--- src/rtl/parity_tx_ctrl.sv ---
// Serial frame transmitter: start bit, 8 data bits LSB-first, parity bit, stop bit.
// One byte accepted per valid/ready handshake while idle; parity is fixed at capture.
module parity_tx_ctrl #(
  parameter int unsigned CLKS_PER_BIT = 4,
  parameter int unsigned PARITY_ODD   = 0
) (
  input  logic       clk,
  input  logic       rst_n,
  input  logic [7:0] data_in,
  input  logic       data_valid,
  output logic       data_ready,
  output logic       tx_out,
  output logic       busy,
  output logic       done
);

  localparam int unsigned CW = (CLKS_PER_BIT > 1) ? $clog2(CLKS_PER_BIT) : 1;
  localparam logic [CW-1:0] CNT_LAST = CW'(CLKS_PER_BIT - 1);

  typedef enum logic [2:0] {
    IDLE,
    START,
    DATA,
    PARITY,
    STOP
  } state_t;

  state_t          state_q, state_d;
  logic [CW-1:0]   cnt_q, cnt_d;
  logic [2:0]      bit_q, bit_d;
  logic [7:0]      shift_q, shift_d;
  logic            par_q, par_d;
  logic            tx_q, tx_d;
  logic            bit_end;

  always_ff @(posedge clk or negedge rst_n) begin
    if (!rst_n) begin
      state_q <= IDLE;
      cnt_q   <= '0;
      bit_q   <= '0;
      shift_q <= '0;
      par_q   <= 1'b0;
      tx_q    <= 1'b1;
    end else begin
      state_q <= state_d;
      cnt_q   <= cnt_d;
      bit_q   <= bit_d;
      shift_q <= shift_d;
      par_q   <= par_d;
      tx_q    <= tx_d;
    end
  end

  assign bit_end = (cnt_q == CNT_LAST);

  always_comb begin
    state_d = state_q;
    cnt_d   = cnt_q;
    bit_d   = bit_q;
    shift_d = shift_q;
    par_d   = par_q;
    tx_d    = tx_q;

    // Counter only advances inside a frame and clears on every bit boundary.
    if (state_q != IDLE) begin
      cnt_d = bit_end ? '0 : cnt_q + CW'(1);
    end

    case (state_q)
      IDLE: begin
        cnt_d = '0;
        tx_d  = 1'b1;
        if (data_valid) begin
          shift_d = data_in;
          par_d   = (^data_in) ^ (PARITY_ODD != 0);
          state_d = START;
          tx_d    = 1'b0;
        end
      end
      START: begin
        if (bit_end) begin
          state_d = DATA;
          bit_d   = '0;
          tx_d    = shift_q[0];
        end
      end
      DATA: begin
        if (bit_end) begin
          if (bit_q == 3'd7) begin
            state_d = PARITY;
            tx_d    = par_q;
          end else begin
            // Next bit is driven from shift_q[1] as the register shifts this edge.
            bit_d   = bit_q + 3'd1;
            shift_d = {1'b0, shift_q[7:1]};
            tx_d    = shift_q[1];
          end
        end
      end
      PARITY: begin
        if (bit_end) begin
          state_d = STOP;
          tx_d    = 1'b1;
        end
      end
      STOP: begin
        if (bit_end) begin
          state_d = IDLE;
          tx_d    = 1'b1;
        end
      end
      default: begin
        state_d = IDLE;
        tx_d    = 1'b1;
      end
    endcase
  end

  assign data_ready = (state_q == IDLE);
  assign busy       = (state_q != IDLE);
  assign done       = (state_q == STOP) && bit_end;
  assign tx_out     = tx_q;

endmodule

--- config.mk ---
export PLATFORM = sky130hd
export DESIGN_NAME = parity_tx_ctrl
export DESIGN_NICKNAME = d
export VERILOG_FILES = /design/src/rtl/parity_tx_ctrl.sv
export SDC_FILE = /design/constraint.sdc
export NUM_CORES = 1
export LEC_CHECK = 0
export ABC_AREA = 0
export ABC_CLOCK_PERIOD_IN_PS = 4700
export BUFFER_PORTS_ARGS = -buffer_cell sky130_fd_sc_hd__buf_2
export CAP_MARGIN = 30
export CELL_PAD_IN_SITES_DETAIL_PLACEMENT = 1
export CELL_PAD_IN_SITES_GLOBAL_PLACEMENT = 1
export CORE_UTILIZATION = 46
export CTS_BUF_LIST = sky130_fd_sc_hd__clkbuf_16
export CTS_CLUSTER_DIAMETER = 100
export CTS_CLUSTER_SIZE = 40
export DETAILED_ROUTE_END_ITERATION = 10
export PLACE_DENSITY_LB_ADDON = 0.25
export SETUP_SLACK_MARGIN = 0.05
export SYNTH_ARGS = -nofsm -noshare
export SYNTH_HDL_FRONTEND = slang
export SYNTH_SLANG_ARGS = --single-unit
--- constraint.sdc ---
create_clock -name clk -period 4.7 [get_ports clk]
set_input_delay 0.94 -clock clk [delete_from_list [all_inputs] [get_ports clk]]
set_output_delay 0.94 -clock clk [all_outputs]
set_load 0.01 [all_outputs]
==> impl_metrics.json, run 1 <==
{
  "critPathMaxStageDelay_ns": 0.69,
  "synth_top_family_by_area": "simple AND/OR/NAND/NOR gates",
  "slew_viol_final": 0,
  "routedWlPerCell_um": 15.8,
  "setup_violations": 0,
  "yosys.area_share.simple": 0.155,
  "antenna_found_initial": 0,
  "yosysSeqAreaShare": 0.433,
  "dr.first_iter.drc_count": 7,
  "rsz0062_at_grt": "no",
  "synth_cell_types": 34,
  "seqPwrFrac": 0.403,
  "gp_congestion": 0.760,
  "cts_buffer_depth": 2,
  "critical_path_buf_inv_count": 1,
  "cts_setup_buffers": 0,
  "grt_pass1_wl_mm": 3.97,
  "drt_wl_total_mm": 2.21,
  "hold_viol_final": 0,
  "crit_type": "reg -> out",
  "syn_nets": 115,
  "htree_levels": 1,
  "crit_family": "flip-flops",
  "total_power_w": 0.000730,
  "ios": 15,
  "period_needed_ns": 2.33,
  "hold_path_depth": 1,
  "async_flop_share": 1.00,
  "drcViolationCount": 0,
  "arrival_ns": 1.39,
  "start_util": 0.510,
  "power.internal_w": 0.000454,
  "finalCritPeriodShare": 0.496,
  "diodes": 0,
  "ys.flop_type": "dfrtp_1",
  "synth_compound_gate_area_share": 0.124,
  "start_kind": "flop",
  "power.density_nw_per_um2": 622,
  "swShare": 0.379,
  "synth-xor-area-share": 0.0672,
  "hp-start": "cnt_q[0]",
  "dp_slack_ns": 2.66,
  "grt_pass1_vias": 817,
  "insertion_delay_ns": 0.25,
  "hp-class": "reg -> reg",
  "syn-cell-area_um2": 1040,
  "cts_buffers": 3,
  "syn_inst": 101,
  "synth-edff-count": 0,
  "hold_ws_ns": 0.434,
  "cts.sinks": 18,
  "detail-route-antenna-nets": 0,
  "worst_pin_slew_ns": 0.558,
  "netlist_top_cells_area": "dfrtp_1, mux2i_1, xnor2_1, nand2_1, o21ai_0",
  "crit_path_top_delay_cell": "dfrtp_1",
  "fin_worst_skew_ns": 0.00202,
  "grt_max_degree": 19,
  "grt_overflow_total": 0,
  "end_kind": "output port",
  "status": "finished clean",
  "syn2layout_area_growth_pct": 12.7,
  "crit_fanout": 16,
  "synth_area_per_cell_um2": 10.3,
  "crit_start": "state_q[1]",
  "ys_warn_count": 0,
  "num_vias": 776,
  "die_height_um": 49.6,
  "timing.fmax_mhz": 429,
  "synth_fa_ha_area_frac": 0.0360,
  "layout_common_cells": "dfrtp_1, buf_2, nand2_1, mux2i_1, o21ai_0",
  "holdBufCountCts": 0,
  "track_usage": 0.223,
  "ys_ff_latch": 18,
  "first_pass_iters": 4,
  "crit_path_cell_trace": "nor2_1 -> and3_1 -> buf_2",
  "core-area_um2": 2040,
  "drive_above_1_share": 0.212,
  "viasPerCell": 5.54,
  "dieArea_um2": 2460,
  "reg2reg_depth": 6,
  "crit_required_ns": 3.76,
  "portBuffers": 14,
  "nets": 128,
  "synth_mux_area_frac": 0.126,
  "p_switching_w": 0.000276,
  "yosysTopAreaCell": "dfrtp_1",
  "finalSetupTns_ns": 0,
  "clockRootBuffer": "clkbuf_16",
  "fin_util": 0.575,
  "layout_commonest_cell": "dfrtp_1",
  "cts_resized": 0,
  "dpl.hpwl_mm": 1.45,
  "cap_violations": 0,
  "fp-row-count": 16,
  "r2r-start": "bit_q[0]",
  "r2r-end": "bit_q[0]",
  "cts_tree": "built",
  "timing.slew.headroom": 0.628,
  "combinationalPowerShare": 0.361,
  "power_frac_clock": 0.236,
  "dieWidth_um": 49.6,
  "path_clk_slew_ns": 0.05,
  "holdPathEnd": "cnt_q[0]",
  "synth_top_area_frac": 0.408,
  "power.leakage_nw": 0.578,
  "ff2ff_setup_slack_ns": 2.89,
  "setup_ws_ns": 2.37,
  "ir_worst_vdd_uv": 369
}
power groups by stage:
stage | Sequential (W) | Combinational, W | Clock [W]
finish | 0.000294 | 0.000264 | 0.000172
global route | 0.000307 | 0.000304 | 0.000181
CTS | 0.000294 | 0.000270 | 0.000175
detailed placement | 0.000293 | 0.000259 | 0
global placement | 0.000290 | 0.000247 | 0
floorplan | 0.000250 | 0.000263 | 0
registers in the layout, indices dropped and copies added, names as in the netlist:
| register | flops |
|---|---|
| shift_q | 8 |
| bit_q | 3 |
| state_q | 3 |
| cnt_q | 2 |
| par_q | 1 |
| tx_out | 1 |
per-layer routing:
layer,vias up,share of wire,GRT usage
li1,374,-,-
met5,-,0,0
met2,11,0.50,0.365
met4,0,0.020,0.100
met3,5,0.024,0.0463
met1,386,0.46,0.281
cells by family after synthesis:
family / after synthesis
adders and majority gates: 3
DFF: 18
and+or+nand+nor: 30
AOI/OAI and AO/OA: 20
muxes: 13
buffers and inverters: 9
xor gates and xnor gates: 8
final cells by class:
cell class | count | area (um2)
clock inverters | 1 | 3.75
multi-input cells | 74 | 529
clock buffers | 3 | 75.1
inverters | 3 | 11.3
repair buffers | 14 | 70.1
flip-flops and latches | 18 | 452
fillers | 245 | 867
well taps | 27 | 33.8
worst max-delay path by stage:
stage,to,cells after the start
after floorplan,busy,4
after global placement,busy,3
after detailed placement,busy,3
after CTS,busy,3
after global routing,done,3
final,done,3
cells in the mapped netlist (2+ instances only):
library cell and instances:
dfrtp_1 17, nand2_2 2, ha_1 3, nand2_1 12, a21oi_1 2, nor2_1 6, buf_6 3, o21ai_0 8
inv_1 3, nor2b_1 2, o21ai_1 3, xnor2_1 7, mux2i_1 12
per-stage QoR:
step	instance area [um2]	std cells
after global routing	1170	140
final	1170	140
after global placement	1100	136
after floorplan	1040	101
after CTS	1170	140
after detailed placement	1100	136
(Power assumes the default switching activity.)
==> inputs of run 2 (changes only) <==
Settings changed: ABC_CLOCK_PERIOD_IN_PS 4700 to 2000, CORE_UTILIZATION 46 to 39.
Clock period 4.7 ns to 2 ns, I/O delays scaled along.
==> impl_metrics.json, run 2 (synthesis gave the netlist of run 1 again) <==
{
  "status": "finished clean",
  "stdcell_area_um2": 1180,
  "hold_viol_final": 0,
  "clockRootBuffer": "clkbuf_16",
  "setup_ws_ns": 0.216,
  "critPathMaxStageDelay_ns": 0.58,
  "reg2reg_depth": 6,
  "cts.sinks": 18,
  "die_height_um": 53.7,
  "regMostFlops": "shift_q",
  "power.leakage_nw": 0.578,
  "cts_tree": "built",
  "antenna_found_initial": 0,
  "arrival_ns": 1.38,
  "first_pass_iters": 3,
  "cap_violations": 0,
  "layout_commonest_cell": "dfrtp_1",
  "finalCritPeriodShare": 0.892,
  "viasPerCell": 5.22,
  "drive_above_1_share": 0.212,
  "top_regs": "shift_q: 8 flops, bit_q: 3 flops, state_q: 3 flops",
  "largest_reg_flops": 8,
  "start_util": 0.417,
  "r2r-start": "bit_q[0]",
  "crit_path_top_delay_cell": "dfrtp_1",
  "grt_pass1_vias": 760,
  "dr.first_iter.drc_count": 10,
  "crit_required_ns": 1.60,
  "num_vias": 746,
  "htree_levels": 1,
  "start_kind": "flop",
  "path_clk_slew_ns": 0.05,
  "cts_resized": 0,
  "dieWidth_um": 53.7,
  "crit_fanout": 16,
  "syn2layout_area_growth_pct": 13.1,
  "r2r-end": "bit_q[0]",
  "grt_pass1_wl_mm": 3.51,
  "power.density_nw_per_um2": 1440,
  "diodes": 0,
  "cts_setup_buffers": 0,
  "core-area_um2": 2500,
  "timing.fmax_mhz": 561,
  "setup_violations": 0,
  "cts_buffers": 3,
  "crit_type": "reg -> out",
  "dieArea_um2": 2880,
  "insertion_delay_ns": 0.25,
  "dp_slack_ns": 0.222,
  "fin_worst_skew_ns": 0.00220,
  "worst_pin_slew_ns": 0.561,
  "slew_viol_final": 0,
  "fp-row-count": 18,
  "drcViolationCount": 0,
  "detail-route-antenna-nets": 0,
  "drt_wl_total_mm": 2.03,
  "place_area_um2": 1100,
  "nets": 128,
  "crit_end": "busy",
  "end_kind": "output port",
  "gp_congestion": 0.712,
  "track_usage": 0.173,
  "ios": 15,
  "finalSetupTns_ns": 0,
  "grt_overflow_total": 0,
  "period_needed_ns": 1.78,
  "fin_util": 0.471,
  "portBuffers": 14,
  "routedWlPerCell_um": 14.2,
  "crit_path_cell_trace": "nor3_4 -> inv_1 -> buf_2",
  "crit_start": "state_q[1]",
  "layout_common_cells": "dfrtp_1, buf_2, nand2_1, mux2i_1, o21ai_0",
  "hp-class": "in -> async",
  "ff2ff_setup_slack_ns": 0.23,
  "grt_max_degree": 19,
  "rsz0062_at_grt": "no",
  "timing.slew.headroom": 0.626,
  "dpl.hpwl_mm": 1.41,
  "holdBufCountCts": 0,
  "ir_worst_vdd_uv": 667,
  "cts_buffer_depth": 2
}
-- run 2: worst max-delay path, delay by kind of cell, from the launching register on --
kind / cells / cell delay [ns]
flip-flops: 1 / 0.58
AND/OR/NAND/NOR: 1 / 0.35
buffers and inverters: 2 / 0.21
-- run 2: metal layers --
layer | wire length (um) | share of wire | up-vias | track usage
met5 | 0 | 0 | - | 0
met4 | 11 | 0.0054 | 0 | 0.0658
met3 | 49 | 0.024 | 2 | 0.0424
met2 | 986 | 0.49 | 9 | 0.286
met1 | 984 | 0.48 | 362 | 0.214
li1 | - | - | 373 | -
-- run 2: how the worst min path moves through the flow --
stage	start	to	slack (ns)	cells after the start
4_1_cts	rst_n	state_q[2]	0.1	1
3_3_place_gp	rst_n	state_q[2]	0.36	1
2_1_floorplan	rst_n	bit_q[0]	0.10	0
5_1_grt	rst_n	state_q[2]	0.11	1
6_report	rst_n	bit_q[2]	0.08	1
3_5_place_dp	rst_n	state_q[2]	0.36	1
-- run 2: area by class of cell --
cell class | count | area (um2)
Clock buffer | 3 | 75.1
Clock inverter | 1 | 3.75
Fill cell | 289 | 1320
Inverter | 3 | 11.3
Multi-Input combinational cell | 74 | 529
Sequential cell | 18 | 452
Tap cell | 30 | 37.5
Timing Repair Buffer | 14 | 70.1
-- run 2: metrics by stage --
step                power [W]  hold WS, ns  std cells
finish                0.00170       0.0799        143
global placement      0.00127        0.356        139
CTS                   0.00172       0.0963        143
global route          0.00183        0.115        143
floorplan             0.00120        0.104        101
detailed placement    0.00130        0.359        139
-- run 2: power breakdown --
| part | total, W | leakage (nW) | internal [W] | switching [W] |
|---|---|---|---|---|
| Combinational | 0.000602 | 0.310 | 0.000281 | 0.000321 |
| Clock | 0.000403 | 0.0423 | 0.000266 | 0.000137 |
| Sequential | 0.000690 | 0.225 | 0.000519 | 0.000171 |
==> inputs of run 3 (changes only) <==
Settings changed: ABC_CLOCK_PERIOD_IN_PS 2000 to unset, SETUP_SLACK_MARGIN 0.05 to 0.4.
==> impl_metrics.json, run 3 (synthesis gave the netlist of run 1 again) <==
{
  "r2r-start": "bit_q[0]",
  "cts.sinks": 18,
  "critical_path_buf_inv_count": 0,
  "start_util": 0.417,
  "power.leakage_nw": 0.634,
  "viasPerCell": 5.31,
  "dieArea_um2": 2880,
  "reg2reg_depth": 6,
  "core-area_um2": 2500,
  "grt_overflow_total": 0,
  "crit_type": "reg -> reg",
  "rsz0062_at_grt": "yes",
  "layout_common_cells": "dfrtp_1, buf_2, nand2_1, mux2i_1, buf_4",
  "arrival_ns": 1.74,
  "timing.slew.headroom": 0.723,
  "htree_levels": 1,
  "ios": 15,
  "critPathMaxStageDelay_ns": 0.42,
  "status": "finished clean",
  "dr.first_iter.drc_count": 9,
  "grt_max_degree": 19,
  "total_power_w": 0.00194,
  "crit_fanout": 3,
  "hold_ws_ns": 0.0744,
  "crit_required_ns": 2.13,
  "cts_buffer_depth": 2,
  "clockRootBuffer": "clkbuf_16",
  "grt_pass1_vias": 844,
  "fp-row-count": 18,
  "cp_common_cell": "ha_4",
  "portBuffers": 14,
  "drive_above_1_share": 0.347,
  "regMostFlops": "shift_q",
  "cap_violations": 0,
  "diodes": 0,
  "finalCritPeriodShare": 0.803,
  "fill_cells": 280,
  "holdBufCountCts": 0,
  "top_regs": "shift_q: 8 flops, bit_q: 3 flops, state_q: 3 flops",
  "syn2layout_area_growth_pct": 28.5,
  "hold_viol_final": 0,
  "track_usage": 0.193,
  "crit_family": "multiplexers",
  "fin_util": 0.536,
  "gp_congestion": 0.714,
  "ir_worst_vdd_uv": 915,
  "detail-route-antenna-nets": 0,
  "antenna_found_initial": 0,
  "dieWidth_um": 53.7,
  "start_kind": "flop",
  "fin_worst_skew_ns": 0.00235,
  "path_clk_slew_ns": 0.05,
  "nets": 139,
  "largest_reg_flops": 8,
  "num_vias": 817,
  "grt_pass1_wl_mm": 3.82,
  "first_pass_iters": 3,
  "crit_path_top_delay_cell": "dfrtp_1",
  "finalSetupTns_ns": 0,
  "drt_wl_total_mm": 2.34,
  "end_kind": "flop",
  "crit_path_cell_trace": "ha_4 -> ha_4 -> nand2b_4 -> mux2i_1 -> nand3b_2 -> mux2_4",
  "routedWlPerCell_um": 15.2,
  "cts_buffers": 3,
  "setup_violations": 0,
  "ff2ff_setup_slack_ns": 0.39,
  "timing.fmax_mhz": 622,
  "hp-class": "in -> async",
  "cts_tree": "built",
  "r2r-end": "bit_q[0]",
  "period_needed_ns": 1.61,
  "slew_viol_final": 0,
  "worst_pin_slew_ns": 0.416,
  "dpl.hpwl_mm": 1.46,
  "die_height_um": 53.7,
  "drcViolationCount": 0,
  "power.density_nw_per_um2": 1450,
  "insertion_delay_ns": 0.25
}
==> run 3: cell count changes in the layout (fill, tap and decap cells not counted), sizes merged <==
cell	change
clkinv	+1
inv	-1
buf	+11
==> run 3: final cells by class <==
type                            count  area, um2  share of cell area
Tap cell                           30       37.5              0.0280
Multi-Input combinational cell     74        578               0.432
Timing Repair Buffer               25        178               0.133
Sequential cell                    18        455               0.340
Inverter                            3       11.3             0.00841
Clock inverter                      1       3.75             0.00280
Clock buffer                        3       75.1              0.0561
==> run 3: stage by stage <==
step                cell area [um2]  cells  setup slack [ns]
floorplan                      1040    101             0.407
global placement               1100    139             0.341
detailed placement             1100    139             0.280
CTS                            1250    148             0.404
global route                   1340    154             0.307
finish                         1340    154             0.393
==> run 3: where the power goes <==
group	leakage [nW]	internal (W)	switching, W
Clock	0.0385	0.000266	0.000138
Sequential	0.221	0.000526	0.000130
Combinational	0.374	0.000444	0.000432
==> run 3: what timing repair did <==
item | in CTS | in global routing
buffers inserted | 5 | 6
pin swaps | 2 | 6
gates resized for setup | 7 | 3
endpoints found under the setup margin | 13 | 14
==> run 3: worst max path at each step <==
stage	start	to	slack (ns)	cells after the start
after floorplan	bit_q[0]	bit_q[0]	0.41	6
after global placement	bit_q[0]	bit_q[0]	0.34	6
after detailed placement	bit_q[0]	bit_q[0]	0.28	6
after CTS	bit_q[0]	bit_q[0]	0.40	6
after global routing	bit_q[0]	bit_q[0]	0.31	6
final	bit_q[0]	bit_q[0]	0.39	6
==> run 3: routing by layer <==
layer,vias up,share of wire,global-route usage
met5,-,0,0
met1,405,0.39,0.197
met4,0,0.018,0.0526
li1,396,-,-
met3,5,0.027,0.0593
met2,11,0.56,0.372
